### config.mk
export PLATFORM = sky130hd
export DESIGN_NAME = load_store_unit
export DESIGN_NICKNAME = d
export VERILOG_FILES = /design/src/rtl/lsu_pkg.sv /design/src/rtl/lsu_lane_align.sv /design/src/rtl/load_store_unit.sv
export SDC_FILE = /design/constraint.sdc
export NUM_CORES = 1
export LEC_CHECK = 0
export ABC_AREA = 1
export BUFFER_PORTS_ARGS = -buffer_cell sky130_fd_sc_hd__clkbuf_2
export CAP_MARGIN = 20
export CORE_MARGIN = 1.5
export CORE_UTILIZATION = 49
export CTS_CLUSTER_DIAMETER = 50
export DETAILED_ROUTE_END_ITERATION = 12
export PLACE_DENSITY = 0.87
export SETUP_SLACK_MARGIN = 0.4
export SLEW_MARGIN = 20
export SYNTH_ARGS = -nofsm -noshare
export SYNTH_HDL_FRONTEND = slang
export SYNTH_SLANG_ARGS = --single-unit
### constraint.sdc
create_clock -name clk -period 2.33 [get_ports clk]
set_input_delay 0.3495 -clock clk [delete_from_list [all_inputs] [get_ports clk]]
set_output_delay 0.3495 -clock clk [all_outputs]
set_load 0.02 [all_outputs]
### src/rtl/lsu_pkg.sv
`default_nettype none
// ------------------------------------------------------------------
// lsu_pkg: access-mode codes, FSM encoding and access legality check
// Rev 1.0
// ------------------------------------------------------------------
package lsu_pkg;

  localparam int c_TIMEOUT_DEFAULT = 16;

  localparam logic [2:0] c_F3_B  = 3'b000;
  localparam logic [2:0] c_F3_H  = 3'b001;
  localparam logic [2:0] c_F3_W  = 3'b010;
  localparam logic [2:0] c_F3_BU = 3'b100;
  localparam logic [2:0] c_F3_HU = 3'b101;

  typedef enum logic [1:0] {
    ST_IDLE = 2'd0,
    ST_BUSY = 2'd1,
    ST_DONE = 2'd2
  } lsuState_e;

  // Legal mode for the direction, exactly one direction requested, and aligned.
  function automatic logic lsuAccessOk(
    input logic       isLoad,
    input logic       isStore,
    input logic [2:0] funct3,
    input logic [1:0] addrLo
  );
    logic modeOk;
    logic alignOk;
    if (isStore) begin
      modeOk = (funct3 == c_F3_B) || (funct3 == c_F3_H) || (funct3 == c_F3_W);
    end else begin
      modeOk = (funct3 == c_F3_B) || (funct3 == c_F3_H) || (funct3 == c_F3_W) ||
               (funct3 == c_F3_BU) || (funct3 == c_F3_HU);
    end
    case (funct3[1:0])
      2'b01:   alignOk = (addrLo[0] == 1'b0);
      2'b10:   alignOk = (addrLo == 2'b00);
      default: alignOk = 1'b1;
    endcase
    return (isLoad ^ isStore) && modeOk && alignOk;
  endfunction

endpackage
`default_nettype wire

### src/rtl/lsu_lane_align.sv
`default_nettype none
// ------------------------------------------------------------------
// lsu_lane_align: store strobes/lane replication and load extraction
// Rev 1.0
// ------------------------------------------------------------------
module lsu_lane_align
  import lsu_pkg::*;
(
  input  logic [2:0]  i_storeFunct3,
  input  logic [1:0]  i_storeAddrLo,
  input  logic [31:0] i_storeData,
  output logic [3:0]  o_strobe,
  output logic [31:0] o_laneData,
  input  logic [2:0]  i_loadFunct3,
  input  logic [1:0]  i_loadAddrLo,
  input  logic [31:0] i_busData,
  output logic [31:0] o_loadData
);

  logic [31:0] w_shifted;
  logic [7:0]  w_byte;
  logic [15:0] w_half;

  always_comb begin
    o_strobe   = 4'b1111;
    o_laneData = i_storeData;
    case (i_storeFunct3[1:0])
      2'b00: begin
        o_strobe   = 4'b0001 << i_storeAddrLo;
        o_laneData = {4{i_storeData[7:0]}};
      end
      2'b01: begin
        o_strobe   = 4'b0011 << {i_storeAddrLo[1], 1'b0};
        o_laneData = {2{i_storeData[15:0]}};
      end
      default: begin
        o_strobe   = 4'b1111;
        o_laneData = i_storeData;
      end
    endcase
  end

  // Halfword accesses are aligned, so a byte-granular shift lands either lane at bit 0.
  assign w_shifted = i_busData >> {i_loadAddrLo, 3'b000};
  assign w_byte    = w_shifted[7:0];
  assign w_half    = w_shifted[15:0];

  always_comb begin
    o_loadData = i_busData;
    case (i_loadFunct3)
      c_F3_B:  o_loadData = {{24{w_byte[7]}}, w_byte};
      c_F3_H:  o_loadData = {{16{w_half[15]}}, w_half};
      c_F3_BU: o_loadData = {24'd0, w_byte};
      c_F3_HU: o_loadData = {16'd0, w_half};
      default: o_loadData = i_busData;
    endcase
  end

endmodule
`default_nettype wire

### src/rtl/load_store_unit.sv
`default_nettype none
// ------------------------------------------------------------------
// load_store_unit: MEM-stage bus master with pipeline stall and timeout
// Rev 1.0
// ------------------------------------------------------------------
module load_store_unit
  import lsu_pkg::*;
#(
  parameter int TIMEOUT_CYCLES = c_TIMEOUT_DEFAULT
) (
  input  logic        clk,
  input  logic        reset,
  input  logic        mem_read_m,
  input  logic        mem_write_m,
  input  logic [2:0]  funct3_m,
  input  logic [31:0] addr_m,
  input  logic [31:0] write_data_m,
  output logic [31:0] read_data_m,
  output logic        stall_m,
  output logic        lsu_error,
  output logic        bus_req,
  output logic        bus_we,
  output logic [31:0] bus_addr,
  output logic [3:0]  bus_wstrb,
  output logic [31:0] bus_wdata,
  input  logic        bus_ack,
  input  logic [31:0] bus_rdata
);

  localparam int c_CNT_W = (TIMEOUT_CYCLES > 1) ? $clog2(TIMEOUT_CYCLES) : 1;
  localparam logic [c_CNT_W-1:0] c_CNT_LAST = c_CNT_W'(TIMEOUT_CYCLES - 1);

  lsuState_e          r_state;
  lsuState_e          w_nextState;
  logic [c_CNT_W-1:0] r_count;
  logic [2:0]         r_funct3;
  logic [1:0]         r_addrLo;

  logic        w_req;
  logic        w_legal;
  logic        w_issue;
  logic        w_err;
  logic        w_ackDone;
  logic        w_timeout;
  logic [3:0]  w_strobe;
  logic [31:0] w_laneData;
  logic [31:0] w_loadData;

  assign w_req   = mem_read_m | mem_write_m;
  assign w_legal = lsuAccessOk(mem_read_m, mem_write_m, funct3_m, addr_m[1:0]);

  lsu_lane_align u_laneAlign (
    .i_storeFunct3 (funct3_m),
    .i_storeAddrLo (addr_m[1:0]),
    .i_storeData   (write_data_m),
    .o_strobe      (w_strobe),
    .o_laneData    (w_laneData),
    .i_loadFunct3  (r_funct3),
    .i_loadAddrLo  (r_addrLo),
    .i_busData     (bus_rdata),
    .o_loadData    (w_loadData)
  );

  always_ff @(posedge clk) begin
    if (reset) begin
      r_state <= ST_IDLE;
    end else begin
      r_state <= w_nextState;
    end
  end

  always_comb begin
    w_nextState = r_state;
    stall_m     = 1'b0;
    w_issue     = 1'b0;
    w_err       = 1'b0;
    w_ackDone   = 1'b0;
    w_timeout   = 1'b0;
    case (r_state)
      ST_IDLE: begin
        if (w_req) begin
          if (w_legal) begin
            stall_m     = 1'b1;
            w_issue     = 1'b1;
            w_nextState = ST_BUSY;
          end else begin
            w_err = 1'b1;
          end
        end
      end
      ST_BUSY: begin
        stall_m = 1'b1;
        if (bus_ack) begin
          w_ackDone   = 1'b1;
          w_nextState = ST_DONE;
        end else if (r_count == c_CNT_LAST) begin
          w_timeout   = 1'b1;
          w_nextState = ST_DONE;
        end
      end
      // The stalled instruction is still on the inputs here; let it retire.
      ST_DONE: w_nextState = ST_IDLE;
      default: w_nextState = ST_IDLE;
    endcase
  end

  always_ff @(posedge clk) begin
    if (reset) begin
      bus_req     <= 1'b0;
      bus_we      <= 1'b0;
      bus_addr    <= 32'd0;
      bus_wstrb   <= 4'd0;
      bus_wdata   <= 32'd0;
      read_data_m <= 32'd0;
      lsu_error   <= 1'b0;
      r_count     <= '0;
      r_funct3    <= 3'd0;
      r_addrLo    <= 2'd0;
    end else begin
      lsu_error <= w_err | w_timeout;
      if (w_issue) begin
        bus_req   <= 1'b1;
        bus_we    <= mem_write_m;
        bus_addr  <= {addr_m[31:2], 2'b00};
        bus_wstrb <= mem_write_m ? w_strobe : 4'd0;
        bus_wdata <= w_laneData;
        r_funct3  <= funct3_m;
        r_addrLo  <= addr_m[1:0];
        r_count   <= '0;
      end else if (r_state == ST_BUSY && !w_ackDone && !w_timeout) begin
        r_count <= r_count + 1'b1;
      end
      if (w_ackDone) begin
        bus_req <= 1'b0;
        if (!bus_we) begin
          read_data_m <= w_loadData;
        end
      end
      if (w_timeout || w_err) begin
        bus_req     <= 1'b0;
        read_data_m <= 32'd0;
      end
    end
  end

endmodule
`default_nettype wire
==> key figures <==
GRT
  – Initial antenna violation count: 0
  – Pin count of the biggest net entering global routing: 49
  – Met2 usage in global routing: 44.6%
  – First-pass GRT wire length: 25000 microns
  – Busiest grt layer: met2
  – Met3 GRT Util: 6.42%
  – Grt ovf: 0
  – Vias in the first global route: 5251
  – GRT met1 Usage: 34.6%
  – GRT Total Usage: 27.0%

Floorplan
  – Initial Util: 49.9%
  – Die area: 11600 sq um
  – IO Count: 208
  – Core Box Area: 10800 sq um
  – Die H: 108 microns
  – Chip Width: 108 microns
  – Rows: 38

Timing
  – Slew Limit Fails: 0
  – Clock skew: 0.0119 ns
  – Peak Freq: 0.553 GHz
  – Tcrit/Tclk final: 77.6%
  – Worst Tran Pin Value: 0.725 ns
  – Final setup vio count: 0
  – Final WS setup: 0.521 ns
  – Hold Violations, Final: 0
  – Period minus WS final: 1.81 ns
  – Slew HR: 51.6%
  – RSZ-0062 raised after global routing: true
  – TNS Setup: 0 ns

Logic synthesis
  – Synthesis Warnings: 0
  – Yosys cell types: 30
  – Flops & latches, synth: 112
  – Syn Area/Cell: 6.89 sq um
  – Dominant cells by area after synthesis: dfxtp_1, nand2_1, nand3_1
  – Cell Area, Synth: 5390 sq um
  – Synth area leader: dfxtp_1
  – Syn Inst Count: 782
  – Sequential area share after synthesis: 41.6%
  – Async S/R FF share, synth: 0%
  – Post-synth top flop: dfxtp_1
  – EDFF count, synth: 0
  – Share of the synthesized area in the top cell type: 41.6%

Layout
  – Syn-to-layout area delta: 23.7%
  – Final Util: 61.7%
  – Register area: 2240 sq um
  – Most common cell after layout, fill and taps aside: nand2_1
  – Antenna diodes: 0
  – Multi-input logic area: 2700 sq um
  – Fill cell count: 1023
  – Nets@finish: 1063
  – Layout cells sized above 1: 27.0%
  – Commonest cells after routing, fill and taps aside: nand2_1, clkbuf_2, nand3_1

Worst setup path
  – CP max FO: 4
  – CP startpoint kind: register
  – Reg2reg start: r_addrLo[1]
  – CP endpoint kind: output port
  – Crit. Startpoint: r_state[1]
  – Setup CP Type: reg -> out
  – Worst path arrival time: 1.46 ns
  – Data required, critical path: 1.98 ns

Placed design
  – Port bufs: 205
  – DP HPWL: 11300 microns
  – Dpl ws: 0.246 ns
  – Routability congestion estimate from global placement: 0.880

Detailed routing
  – Residual DRC count: 0
  – DRT Pass-1 Iters: 6
  – Total wire length: 15700 microns
  – Final ANT Viol Nets: 0
  – DR iter-0 viols: 451
  – Vias: 5937
  – Vias/cell: 5.40
  – Wire length per cell: 14.2 microns

Clocking
  – Clk_lat worst skew: 0.38 ns
  – Htree depth: 3
  – # hold bufs at CTS: 0
  – Worst-path clk slew: 0.12 ns
  – Root Buffer: clkbuf_8
  – CTS Sinks: 112
  – CTS buffer count: 9
  – Clock buffer depth: 2
  – CTS tree: yes

Power
  – Int Power: 2.66 mW
  – Cell area power density: 583 nW/um^2
  – Clock Power Share: 30.1%
  – Tot Pwr: 3.88 mW
  – Register share of total power: 51.6%
  – Max IR drop VDD: 0.463 mV
  – Gate power share: 18.2%
  – Leak: 3.05 nW
  – NetSw: 1.22 mW
  – Sw Share: 31.4%

Min path
  – Hold_sp: addr_m[12]
  – Min-delay worst type: in -> reg

Outcome
  – Status: complete, no violations

Run
  – MaxCap Viol Count: 0
## flip-flops by register name, summed over array words and instances, names as in the netlist
signal	flops
read_data_m	32
bus_req	1
bus_we	1
r_addrLo	2
r_funct3	3
r_state	2
lsu_error	1
bus_addr	30
r_count	4
bus_wstrb	4
bus_wdata	32
## Yosys cell counts, types with 2 or more instances
master     instances
nand2_1          211
nand3_1          128
dfxtp_1          112
a21oi_1          104
nor2_1            41
inv_1             40
buf_2             28
clkbuf_1          26
o21ai_0           17
a21o_1            16
nand4_1            9
o31ai_1            8
buf_4              7
o2111ai_1          6
ha_1               5
inv_2              4
nand2_2            3
nand3_2            2
nor2_2             2
nor3_1             2
or2_2              2
## kinds of logic after synthesis
kind of cell	share of synthesized area, %
adder cells (fa/ha/maj)	1.16
other	0.0696
AND/OR/NAND/NOR	32.3
buffers and inverters	8.74
AO/OA/AOI/OAI	15.9
XOR/XNOR	0.163
flip-flops	41.6
## per-stage QoR
stage	hold WS (ns)	area (sq um)	std cells
2_1_floorplan	0.458	5400	783
3_3_place_gp	0.452	6440	1082
3_5_place_dp	0.454	6440	1082
4_1_cts	0.183	6630	1098
5_1_grt	0.183	6660	1099
6_report	0.196	6660	1099
## what timing repair did
item / CTS / global route
buffers inserted: 0 / 1
endpoints found under the setup margin: 0 / 32
endpoints found under the hold margin: 0 / 0
resized for setup: 0 / 6
## power groups by stage
stage	registers [mW]	clock network, mW	logic, mW
finish	2.00	1.17	0.708
floorplan	2.09	0	0.399
global route	2.01	1.26	0.780
CTS	2.00	1.19	0.696
global placement	2.04	0	0.690
detailed placement	2.05	0	0.693
## path summary, 6_finish.rpt
path	endpoint	slack, ns	cells past startpoint
setup / recovery	stall_m	0.52	4
hold / removal	bus_addr[12]	0.20	3
setup reg to reg	read_data_m[21]	0.56	7
hold reg to reg	read_data_m[1]	0.47	2
## layout make-up
| cell class | instances | area share, % |
|---|---|---|
| clock buffer | 10 | 2.07 |
| clock inverter | 6 | 0.827 |
| inverter | 45 | 2.54 |
| multi-input combinational | 564 | 40.6 |
| sequential | 112 | 33.7 |
| tap | 140 | 2.63 |
| timing repair buffer | 222 | 17.7 |
## routing by layer
metal | wire [microns] | up-vias | share of wire [%]
met2 | 7540 | 283 | 48
li1 | - | 2939 | -
met4 | 317 | 0 | 2.0
met1 | 6480 | 2684 | 41
met3 | 1320 | 31 | 8.4
met5 | 0 | - | 0
## critical path, stage by stage, from the launching register on
cell      delay, ns
dfxtp_1        0.35
nor3_4         0.24
nand4_1        0.22
nand2_2        0.10
clkbuf_2       0.17
Power figures use the tool's default switching activity.
